### config.mk
export PLATFORM = sky130hd
export DESIGN_NAME = mul_div_unit
export DESIGN_NICKNAME = d
export VERILOG_FILES = /design/src/rtl/mul_div_unit_pkg.sv /design/src/rtl/mul_div_unit_div_radix2.sv /design/src/rtl/mul_div_unit.sv
export SDC_FILE = /design/constraint.sdc
export NUM_CORES = 2
export LEC_CHECK = 0
export CAP_MARGIN = 10
export CORE_ASPECT_RATIO = 1.5
export CORE_MARGIN = 10
export CORE_UTILIZATION = 50
export CTS_CLUSTER_DIAMETER = 80
export DETAILED_ROUTE_END_ITERATION = 10
export PLACE_DENSITY_LB_ADDON = 0.08
export SETUP_SLACK_MARGIN = 0.02
export SYNTH_ARGS = -nofsm -noshare
export SYNTH_HDL_FRONTEND = slang
export SYNTH_SLANG_ARGS = --single-unit
### constraint.sdc
create_clock -name clk -period 10.9 [get_ports clk]
set_input_delay 2.18 -clock clk [delete_from_list [all_inputs] [get_ports clk]]
set_output_delay 2.18 -clock clk [all_outputs]
set_load 0.02 [all_outputs]
### src/rtl/mul_div_unit_pkg.sv
// Shared definitions for the HI/LO multiply/divide unit.
// Holds the op_i encoding, the FSM state encoding and small helpers used by
// both the unit and the EX-stage op encoder.
package mul_div_unit_pkg;

  // op_i encoding: bit0 = unsigned, bit[2:1] = 00 mul, 01 div, 10 madd, 11 msub
  typedef enum logic [2:0] {
    OP_MULT  = 3'b000,
    OP_MULTU = 3'b001,
    OP_DIV   = 3'b010,
    OP_DIVU  = 3'b011,
    OP_MADD  = 3'b100,
    OP_MADDU = 3'b101,
    OP_MSUB  = 3'b110,
    OP_MSUBU = 3'b111
  } md_op_e;

  typedef enum logic [1:0] {
    ST_IDLE = 2'd0,
    ST_MUL  = 2'd1,
    ST_DIV  = 2'd2,
    ST_DONE = 2'd3
  } md_state_e;

  localparam int DIV_ITERS = 32;

  function automatic logic is_div_op(input logic [2:0] op);
    return op[2:1] == 2'b01;
  endfunction

  // Magnitude of a 32-bit value; only negates when treated as signed.
  function automatic logic [31:0] mag32(input logic [31:0] v, input logic sgn);
    return (sgn && v[31]) ? (~v + 32'd1) : v;
  endfunction

endpackage

### src/rtl/mul_div_unit_div_radix2.sv
// div_radix2: 32-iteration restoring divider core on unsigned magnitudes.
// Ports:
//   clk, rst              clock, async active-high reset
//   start_i               load dividend/divisor magnitudes, clear counter
//   dividend_i/divisor_i  unsigned magnitudes
//   quo_o/rem_o           quotient/remainder after the current iteration
//   last_o                current cycle is the final (32nd) iteration
module div_radix2
  import mul_div_unit_pkg::*;
(
  input  logic        clk,
  input  logic        rst,
  input  logic        start_i,
  input  logic [31:0] dividend_i,
  input  logic [31:0] divisor_i,
  output logic [31:0] quo_o,
  output logic [31:0] rem_o,
  output logic        last_o
);

  localparam logic [4:0] LAST_CNT = 5'(DIV_ITERS - 1);

  logic [31:0] rem_q, rem_d;
  logic [31:0] quo_q, quo_d;   // shifts dividend out the top, quotient in the bottom
  logic [31:0] dvs_q, dvs_d;
  logic [4:0]  cnt_q, cnt_d;
  logic        run_q, run_d;

  logic [32:0] rem_sh;
  logic        ge;
  logic [31:0] rem_nx, quo_nx;

  always_comb begin
    rem_sh = {rem_q, quo_q[31]};
    ge     = rem_sh >= {1'b0, dvs_q};
    // When ge holds the true difference is below 2^32, so 32-bit subtract suffices.
    rem_nx = ge ? (rem_sh[31:0] - dvs_q) : rem_sh[31:0];
    quo_nx = {quo_q[30:0], ge};

    rem_d = rem_q;
    quo_d = quo_q;
    dvs_d = dvs_q;
    cnt_d = cnt_q;
    run_d = run_q;
    if (start_i) begin
      rem_d = '0;
      quo_d = dividend_i;
      dvs_d = divisor_i;
      cnt_d = '0;
      run_d = 1'b1;
    end else if (run_q) begin
      rem_d = rem_nx;
      quo_d = quo_nx;
      cnt_d = cnt_q + 5'd1;
      run_d = (cnt_q != LAST_CNT);
    end
  end

  always_ff @(posedge clk or posedge rst) begin
    if (rst) begin
      rem_q <= '0;
      quo_q <= '0;
      dvs_q <= '0;
      cnt_q <= '0;
      run_q <= 1'b0;
    end else begin
      rem_q <= rem_d;
      quo_q <= quo_d;
      dvs_q <= dvs_d;
      cnt_q <= cnt_d;
      run_q <= run_d;
    end
  end

  assign quo_o  = quo_nx;
  assign rem_o  = rem_nx;
  assign last_o = run_q && (cnt_q == LAST_CNT);

endmodule

### src/rtl/mul_div_unit.sv
// mul_div_unit: multi-cycle HI/LO arithmetic unit for the EX stage.
// Executes mult/multu/div/divu/madd/maddu/msub/msubu and returns a registered
// {HI,LO} result with a one-cycle done pulse.
// Ports:
//   clk, rst          clock, async active-high reset
//   start_i, op_i     request and operation (sampled in IDLE only)
//   a_i, b_i          rs/rt operands (dividend/divisor for divides)
//   hi_i, lo_i        forwarded HI/LO for accumulate ops
//   flush_i           cancels accepted/in-flight operation
//   busy_o            stall request, combinational
//   done_o            result valid pulse
//   hi_o, lo_o        registered result, held until next done
module mul_div_unit
  import mul_div_unit_pkg::*;
(
  input  logic        clk,
  input  logic        rst,
  input  logic        start_i,
  input  logic [2:0]  op_i,
  input  logic [31:0] a_i,
  input  logic [31:0] b_i,
  input  logic [31:0] hi_i,
  input  logic [31:0] lo_i,
  input  logic        flush_i,
  output logic        busy_o,
  output logic        done_o,
  output logic [31:0] hi_o,
  output logic [31:0] lo_o
);

  md_state_e   state_q, state_d;
  logic [2:0]  op_q, op_d;
  logic [31:0] a_q, a_d, b_q, b_d;
  logic [63:0] acc_q, acc_d;
  logic [31:0] hi_q, hi_d, lo_q, lo_d;

  logic accept, div_start, sgn_in;
  assign accept    = (state_q == ST_IDLE) && start_i && !flush_i;
  assign div_start = accept && is_div_op(op_i);
  assign sgn_in    = !op_i[0];

  logic [31:0] div_quo, div_rem;
  logic        div_last;

  div_radix2 u_div (
    .clk        (clk),
    .rst        (rst),
    .start_i    (div_start),
    .dividend_i (mag32(a_i, sgn_in)),
    .divisor_i  (mag32(b_i, sgn_in)),
    .quo_o      (div_quo),
    .rem_o      (div_rem),
    .last_o     (div_last)
  );

  // 33x33 signed multiply: the extra top bit is the sign for signed ops, 0 otherwise.
  logic signed [32:0] mul_a, mul_b;
  logic [63:0] prod, mul_res;
  assign mul_a = {!op_q[0] && a_q[31], a_q};
  assign mul_b = {!op_q[0] && b_q[31], b_q};
  assign prod  = 64'(mul_a * mul_b);

  always_comb begin
    unique case (op_q[2:1])
      2'b10:   mul_res = acc_q + prod;
      2'b11:   mul_res = acc_q - prod;
      default: mul_res = prod;
    endcase
  end

  // Sign fix-up: quotient negative iff signs differ, remainder follows dividend.
  logic        div_sgn;
  logic [31:0] div_lo, div_hi;
  assign div_sgn = !op_q[0];
  always_comb begin
    if (b_q == 32'd0) begin
      div_lo = 32'hFFFF_FFFF;
      div_hi = a_q;
    end else begin
      div_lo = (div_sgn && (a_q[31] ^ b_q[31])) ? (~div_quo + 32'd1) : div_quo;
      div_hi = (div_sgn && a_q[31]) ? (~div_rem + 32'd1) : div_rem;
    end
  end

  always_comb begin
    state_d = state_q;
    op_d    = op_q;
    a_d     = a_q;
    b_d     = b_q;
    acc_d   = acc_q;
    hi_d    = hi_q;
    lo_d    = lo_q;
    unique case (state_q)
      ST_IDLE: begin
        if (accept) begin
          op_d    = op_i;
          a_d     = a_i;
          b_d     = b_i;
          acc_d   = {hi_i, lo_i};
          state_d = is_div_op(op_i) ? ST_DIV : ST_MUL;
        end
      end
      ST_MUL: begin
        if (flush_i) begin
          state_d = ST_IDLE;
        end else begin
          {hi_d, lo_d} = mul_res;
          state_d      = ST_DONE;
        end
      end
      ST_DIV: begin
        if (flush_i) begin
          state_d = ST_IDLE;
        end else if (div_last) begin
          hi_d    = div_hi;
          lo_d    = div_lo;
          state_d = ST_DONE;
        end
      end
      ST_DONE: state_d = ST_IDLE;
      default: state_d = ST_IDLE;
    endcase
  end

  always_ff @(posedge clk or posedge rst) begin
    if (rst) begin
      state_q <= ST_IDLE;
      op_q    <= '0;
      a_q     <= '0;
      b_q     <= '0;
      acc_q   <= '0;
      hi_q    <= '0;
      lo_q    <= '0;
    end else begin
      state_q <= state_d;
      op_q    <= op_d;
      a_q     <= a_d;
      b_q     <= b_d;
      acc_q   <= acc_d;
      hi_q    <= hi_d;
      lo_q    <= lo_d;
    end
  end

  assign busy_o = !rst && (accept || state_q == ST_MUL || state_q == ST_DIV);
  assign done_o = (state_q == ST_DONE) && !flush_i;
  assign hi_o   = hi_q;
  assign lo_o   = lo_q;

endmodule

# After elaboration in Yosys (flattened, before gate mapping)
# Index checks and enable logic that the tools add are counted.
# word_totals
output_inout_bits,66
elab_cells,94
in_bits,135
reg_bits,299
# classes
bitwise_logic,5
n_addsub,8
n_lt_le_gt_ge,1
reduce_logical,24
mux,30
eq_ne,13
n_mul,1
# ops
op,count
$mux 32,17
$add 32x1->32 const B,4
$not 32->32,4
$pmux 32 s2,2
$pmux 64 s2,1
$add 64x64->64,1
$mul 33x33->64,1
$sub 64x64->64,1
$ge 33x32->1,1
$logic_not 32->1,1
$sub 32x32->32,1
$logic_and 1x1->1,11
$mux 2,5
$mux 5,2
$eq 2x2->1 const B,4
$ne 2x2->1 const B,4
$pmux 2 s4,1
$add 5x1->5 const B,1
$eq 5x5->1 const B,1
$ne 5x5->1 const B,1
$eq 2x1->1 const B,2
$logic_not 1->1,4
$reduce_and 2->1,2
$reduce_and 4->1,1
other kinds (6),9

# Logic depth before layout (Yosys ltp)
# logic_depth
word_depth,9
depth_mapped,49
ltp_nobuf,44

# Modules after synthesis
# From an unflattened synthesis, not the netlist that was laid out.
# hier_totals
cells_unflattened,7105
area_unflattened_um2,62180.9
# modules_own_cells
module,area_each_um2,cells_per_inst,seq_area_each_um2,instances
mul_div_unit,55353.1,6327,4929.7,1
div_radix2,6827.8,778,2552.4,1

# Worst setup path after synthesis
# OpenSTA, ideal clock, no wires.
# synth_timing
path_kind,register -> register
startpoint,register a_q[31]
endpoint,"register hi_q[31], in the netlist hi_o[31]"
period_less_slack_ns,11.527
setup_ns,0.126
setup_slack_ns,-0.627
required_time_ns,10.774
n_path_buf,5
path_stages_with_launch,48
t_arrival_ns,11.401
cell_sequence,dfrtp_1 > clkbuf_1 > nor2b_1 > clkbuf_1 > clkbuf_1 > nand2_1 > inv_1 > fa_1 > fa_1 > fa_1 > inv_1 > fa_1 > inv_1 > fa_1 > fa_1 > inv_1 > fa_1 > fa_1 > [12 not listed] > nor2_1 > a21oi_1 > nor2_1 > xor2_1 > ha_1 > a21o_1 > a21oi_1 > a2bb2oi_1 > a21oi_1 > o21ai_0 > a31oi_1 > o221ai_1 > nor2_1 > a211oi_1 > mux2_2 > o211ai_1 > xnor2_1 > a221o_1
# synth_between
elab_chain_cells,6
word_cells_on_any_way,11
classes_between,add/sub (2); mul (1); mux (7); reduce/logical (1)
# synth_rtl
item,line,text
from (decl),mul_div_unit.sv:33,"logic [31:0] a_q, a_d, b_q, b_d;"
from (signal assigned),mul_div_unit.sv:129,a_q <= '0;
from (signal assigned),mul_div_unit.sv:137,a_q <= a_d;
$logic_and 1x1->1,"mul_div_unit.sv:59, mul_div_unit.sv:81",
$mul 33x33->64 / $mux 32 (equally long branches),"mul_div_unit.sv:61, mul_div_unit.sv:81",
"$sub 64x64->64, or another cell as far along",mul_div_unit.sv:66,2'b11: mul_res = acc_q - prod;
$pmux 64 s2 / $mux 32 (equally long branches),"mul_div_unit.sv:64, mul_div_unit.sv:114",
"$mux 32, on equally long branches","mul_div_unit.sv:104, mul_div_unit.sv:112",
$pmux 32 s2 (*),mul_div_unit.sv:93,unique case (state_q)
to (signal assigned),mul_div_unit.sv:140,hi_q <= hi_d;
to (decl),mul_div_unit.sv:35,"logic [31:0] hi_q, hi_d, lo_q, lo_d;"
# Mark *: on every way between the ends. The rest lies on a longest branch, timed or not. The select of a mux whose other input is x is not followed.
# A chain may end at the register's enable or synchronous reset.

# Worst setup path in the final report
# layout_timing
startpoint,register b_q[9]
endpoint,"register hi_q[31], in the netlist hi_o[31]"
# layout_between
elab_chain_cells,5
word_cells_on_any_way,10
classes_between,add/sub (2); mul (1); mux (6); reduce/logical (1)
# layout_rtl
item,line,text
from (decl),mul_div_unit.sv:33,
from (signal assigned),mul_div_unit.sv:130,b_q <= '0;
from (signal assigned),mul_div_unit.sv:138,b_q <= b_d;
$mul 33x33->64 / $logic_not 32->1 (equally long branches),"mul_div_unit.sv:61, mul_div_unit.sv:76",
"$sub 64x64->64, or another cell as far along",mul_div_unit.sv:66,
$pmux 64 s2 / $mux 32 (equally long branches),"mul_div_unit.sv:64, mul_div_unit.sv:114",
"$mux 32, on equally long branches","mul_div_unit.sv:104, mul_div_unit.sv:112",
$pmux 32 s2 (*),mul_div_unit.sv:93,
# Marked as above.

==> summary.txt <==
Outcome
  • Run status: finished, violations left
  • Failing checks: setup timing

Clock network
  • Clock transition at the registers of the reported paths: 0.07 ns
  • Clock Root Buffer: clkbuf_16
  • Worst-Skew Late Latency: 0.62 ns
  • Clk buf depth: 3
  • CTS Buf Count: 37
  • Clock sink count: 299
  • TritonCTS clock tree: built
  • Htree depth: 2
  • Post-CTS Hold Fix Bufs: 0

Setup path
  • Startpoint Class: flop
  • Slowest CP cell: fa_1
  • Crit-path max FO: 20
  • Source of the worst register-to-register timing path: b_q[9]
  • Slowest stage delay, CP: 0.54 ns
  • CP most frequent cell: fa_1
  • Worst Setup SP: b_q[9]
  • Worst Setup End Kind: flop
  • Worst EP arrival: 11.68 ns
  • CP Class: reg -> reg
  • Critical Path RT: 11.40 ns

Global route
  • Vias in the first global route: 57800
  • GRT overflow: 0
  • First-pass GRT wire length: 357000 um
  • Initial antenna violation count: 7
  • GR Util met2: 60.5%
  • Grt met1 use: 37.9%
  • GR Util met3: 4.16%
  • Most used routing layer: met2
  • Overall routing resource usage: 34.3%
  • Largest net degree at the start of global routing: 108

Finish
  • Final-stage net count: 9475
  • Area grow syn2layout: 21.9%
  • Final core area utilization: 61.1%
  • FF+latch area: 7510 um2
  • Area of the multi-input gates: 49400 um2
  • Fillers: 11000
  • Fraction of layout cells with a size suffix above 1: 18.7%

STA
  • RSZ-0062 raised after global routing: true
  • Final setup viols: 7
  • Slew Viols, Final: 0
  • Tcrit/Tclk final: 103%
  • Tmin final: 11.18 ns
  • Fin. Hold Viols: 0
  • Worst-Margin Slew: 1.08 ns
  • Layout Skew: 0.0444 ns
  • Final worst slack: -0.279 ns
  • Slew HR: 27.8%
  • FMAX: 0.0895 GHz

Synthesis
  • Most common cell in the synthesized netlist: inv_1
  • Synth area leader: fa_1
  • Fraction of registers with async set/reset: 100%
  • Top post-synthesis cells by count: 1199 x inv_1, 1127 x fa_1, 1046 x nand2_1, 395 x and2_1, 394 x clkbuf_1
  • Synth Warn #: 0
  • Post-synth EDFFs: 0
  • Yosys reg bits: 299
  • Netlist cell types: 96
  • Mapped Avg Cell Area: 8.74 um2
  • Synth area leaders: fa_1 36%, dfrtp_1 12%, inv_1 7.3%
  • Ys flop type: dfrtp_1
  • Seq/Total Area, Yosys: 12.1%
  • Synthesized area: 61900 um2
  • Area share of the largest cell type after synthesis: 36.5%
  • Mapped Cells: 7079
  • Syn_nets: 8661

Die
  • Row count: 158
  • Die Span Y: 451 um
  • IO Pins: 201
  • Die X-Extent: 307 um
  • Initial core utilization: 50.2%
  • Core area: 123000 um2
  • Full die area: 139000 um2

Place
  • Detailed placement HPWL: 198000 um
  • DP Worst Slack: -1.09 ns
  • Final Wtd Congestion: 1.04
  • IO Port Bufs: 200

Routing
  • Drt total wl: 238000 um
  • Drt pass-1 iters: 7
  • Drt drc: 0
  • Vias per cell: 5.67
  • Number of DRC markers in iteration 0: 3906
  • Routed Antenna Nets: 0
  • Routed vias: 54000
  • WL/cell: 24.9 um

Min path
  • Hold Path Origin: lo_o[5]
  • Hold Crit Class: reg -> reg

Flow run
  • Number of violations of the max-capacitance limit: 0
[metrics by stage]
stage          instance area [um2]  TNS [ns]  hold WS, ns  instances
2_1_floorplan                61900         0        0.450       7079
3_3_place_gp                 72400    -11.18        0.461       9388
3_5_place_dp                 72400    -12.09        0.470       9388
4_1_cts                      74700    -0.205        0.483       9488
5_1_grt                      75400     -5.93        0.491       9521
6_report                     75400    -0.623        0.473       9525
[logic make-up (layout without fill, tap and decap cells)]
group                    Yosys count  after routing  synth area share [%]
AO/OA/AOI/OAI                   1071           1071                  11.0
XOR/XNOR                         319            319                  4.51
adder cells (fa/ha/maj)         1447           1447                  42.9
buffers and inverters           1626           2466                  9.92
flip-flops                       299            299                  12.1
multiplexers                     198            198                  3.46
other                              0              6                     0
AND/OR/NAND/NOR                 2119           2119                  16.1
[path summary, 6_finish.rpt]
| check | slack [ns] | cells after the start | end |
|---|---|---|---|
| max in group asynchronous | 7.13 | 3 | b_q[18] |
| min in group asynchronous | 2.19 | 2 | u_div.dvs_q[23] |
| max reg2reg | -0.28 | 39 | hi_o[31] |
| min | 0.47 | 2 | lo_o[5] |
| max | -0.28 | 39 | hi_o[31] |
| min reg2reg | 0.47 | 2 | lo_o[5] |
[layout make-up]
type                            instances  share of cell area [%]
Multi-Input combinational cell       5154                    65.5
Clock buffer                           45                    1.36
Inverter                             1200                    5.99
Timing Repair Buffer                 1201                    14.2
Sequential cell                       299                    9.96
Antenna cell                            6                  0.0199
Tap cell                             1600                    2.65
Clock inverter                         20                   0.337
[layout by cell type (no fill, tap or decap), types with 33 or more instances in the layout]
cell type and n:
nand2_1 1039, a21o_1 71, nor3_1 70, fa_1 1100
o31ai_1 33, buf_4 893, clkbuf_16 40, xor2_1 121
a21oi_1 231, inv_1 1187, ha_1 301, nand4_1 37
xnor2_1 191, dfrtp_1 280, mux2i_1 70, clkdlybuf4s50_1 200
o21ai_0 262, o22ai_1 35, mux2_2 127, buf_12 84
nand3_1 50, a31oi_1 44, o211ai_1 39, a21oi_2 35
nor2_1 257, a211oi_1 54, and2_1 388
[routing by layer]
layer  vias up  wire [um]
met5         -          0
met1     27300      84200
li1      23900          -
met2      2058     120000
met3       679      13200
met4         0      20300
[worst max-delay path: cells and delay by family (launching register included)]
family          cells  cell delay (ns)
compound gates     12             2.65
flops               1             0.41
simple gates        7             1.97
buf+inv             7             0.98
xor+xnor            2             0.22
fa+ha+maj          10             4.41
mux                 1             0.37
[what timing repair did]
| action | 4_1_cts | 5_1_grt |
|---|---|---|
| resized for setup | 172 | 130 |
| pin swaps | 62 | 63 |
| cloned | 0 | 2 |
| buffers inserted | 35 | 29 |
| hold endpoints to repair | 0 | 0 |
| setup endpoints to repair | 26 | 26 |
[flip-flops by register name, summed over array words and instances (netlist names), 2 cells and up]
register and count:
u_div.rem_q 32, u_div.cnt_q 5, acc_q 64, hi_o 32, op_q 3, lo_o 32
a_q 32, state_q 2, u_div.quo_q 32, b_q 32, u_div.dvs_q 32
Power is left out: the tool's default activity adds up to more than one toggle a clock period on the data nets, which glitch-free logic cannot reach.
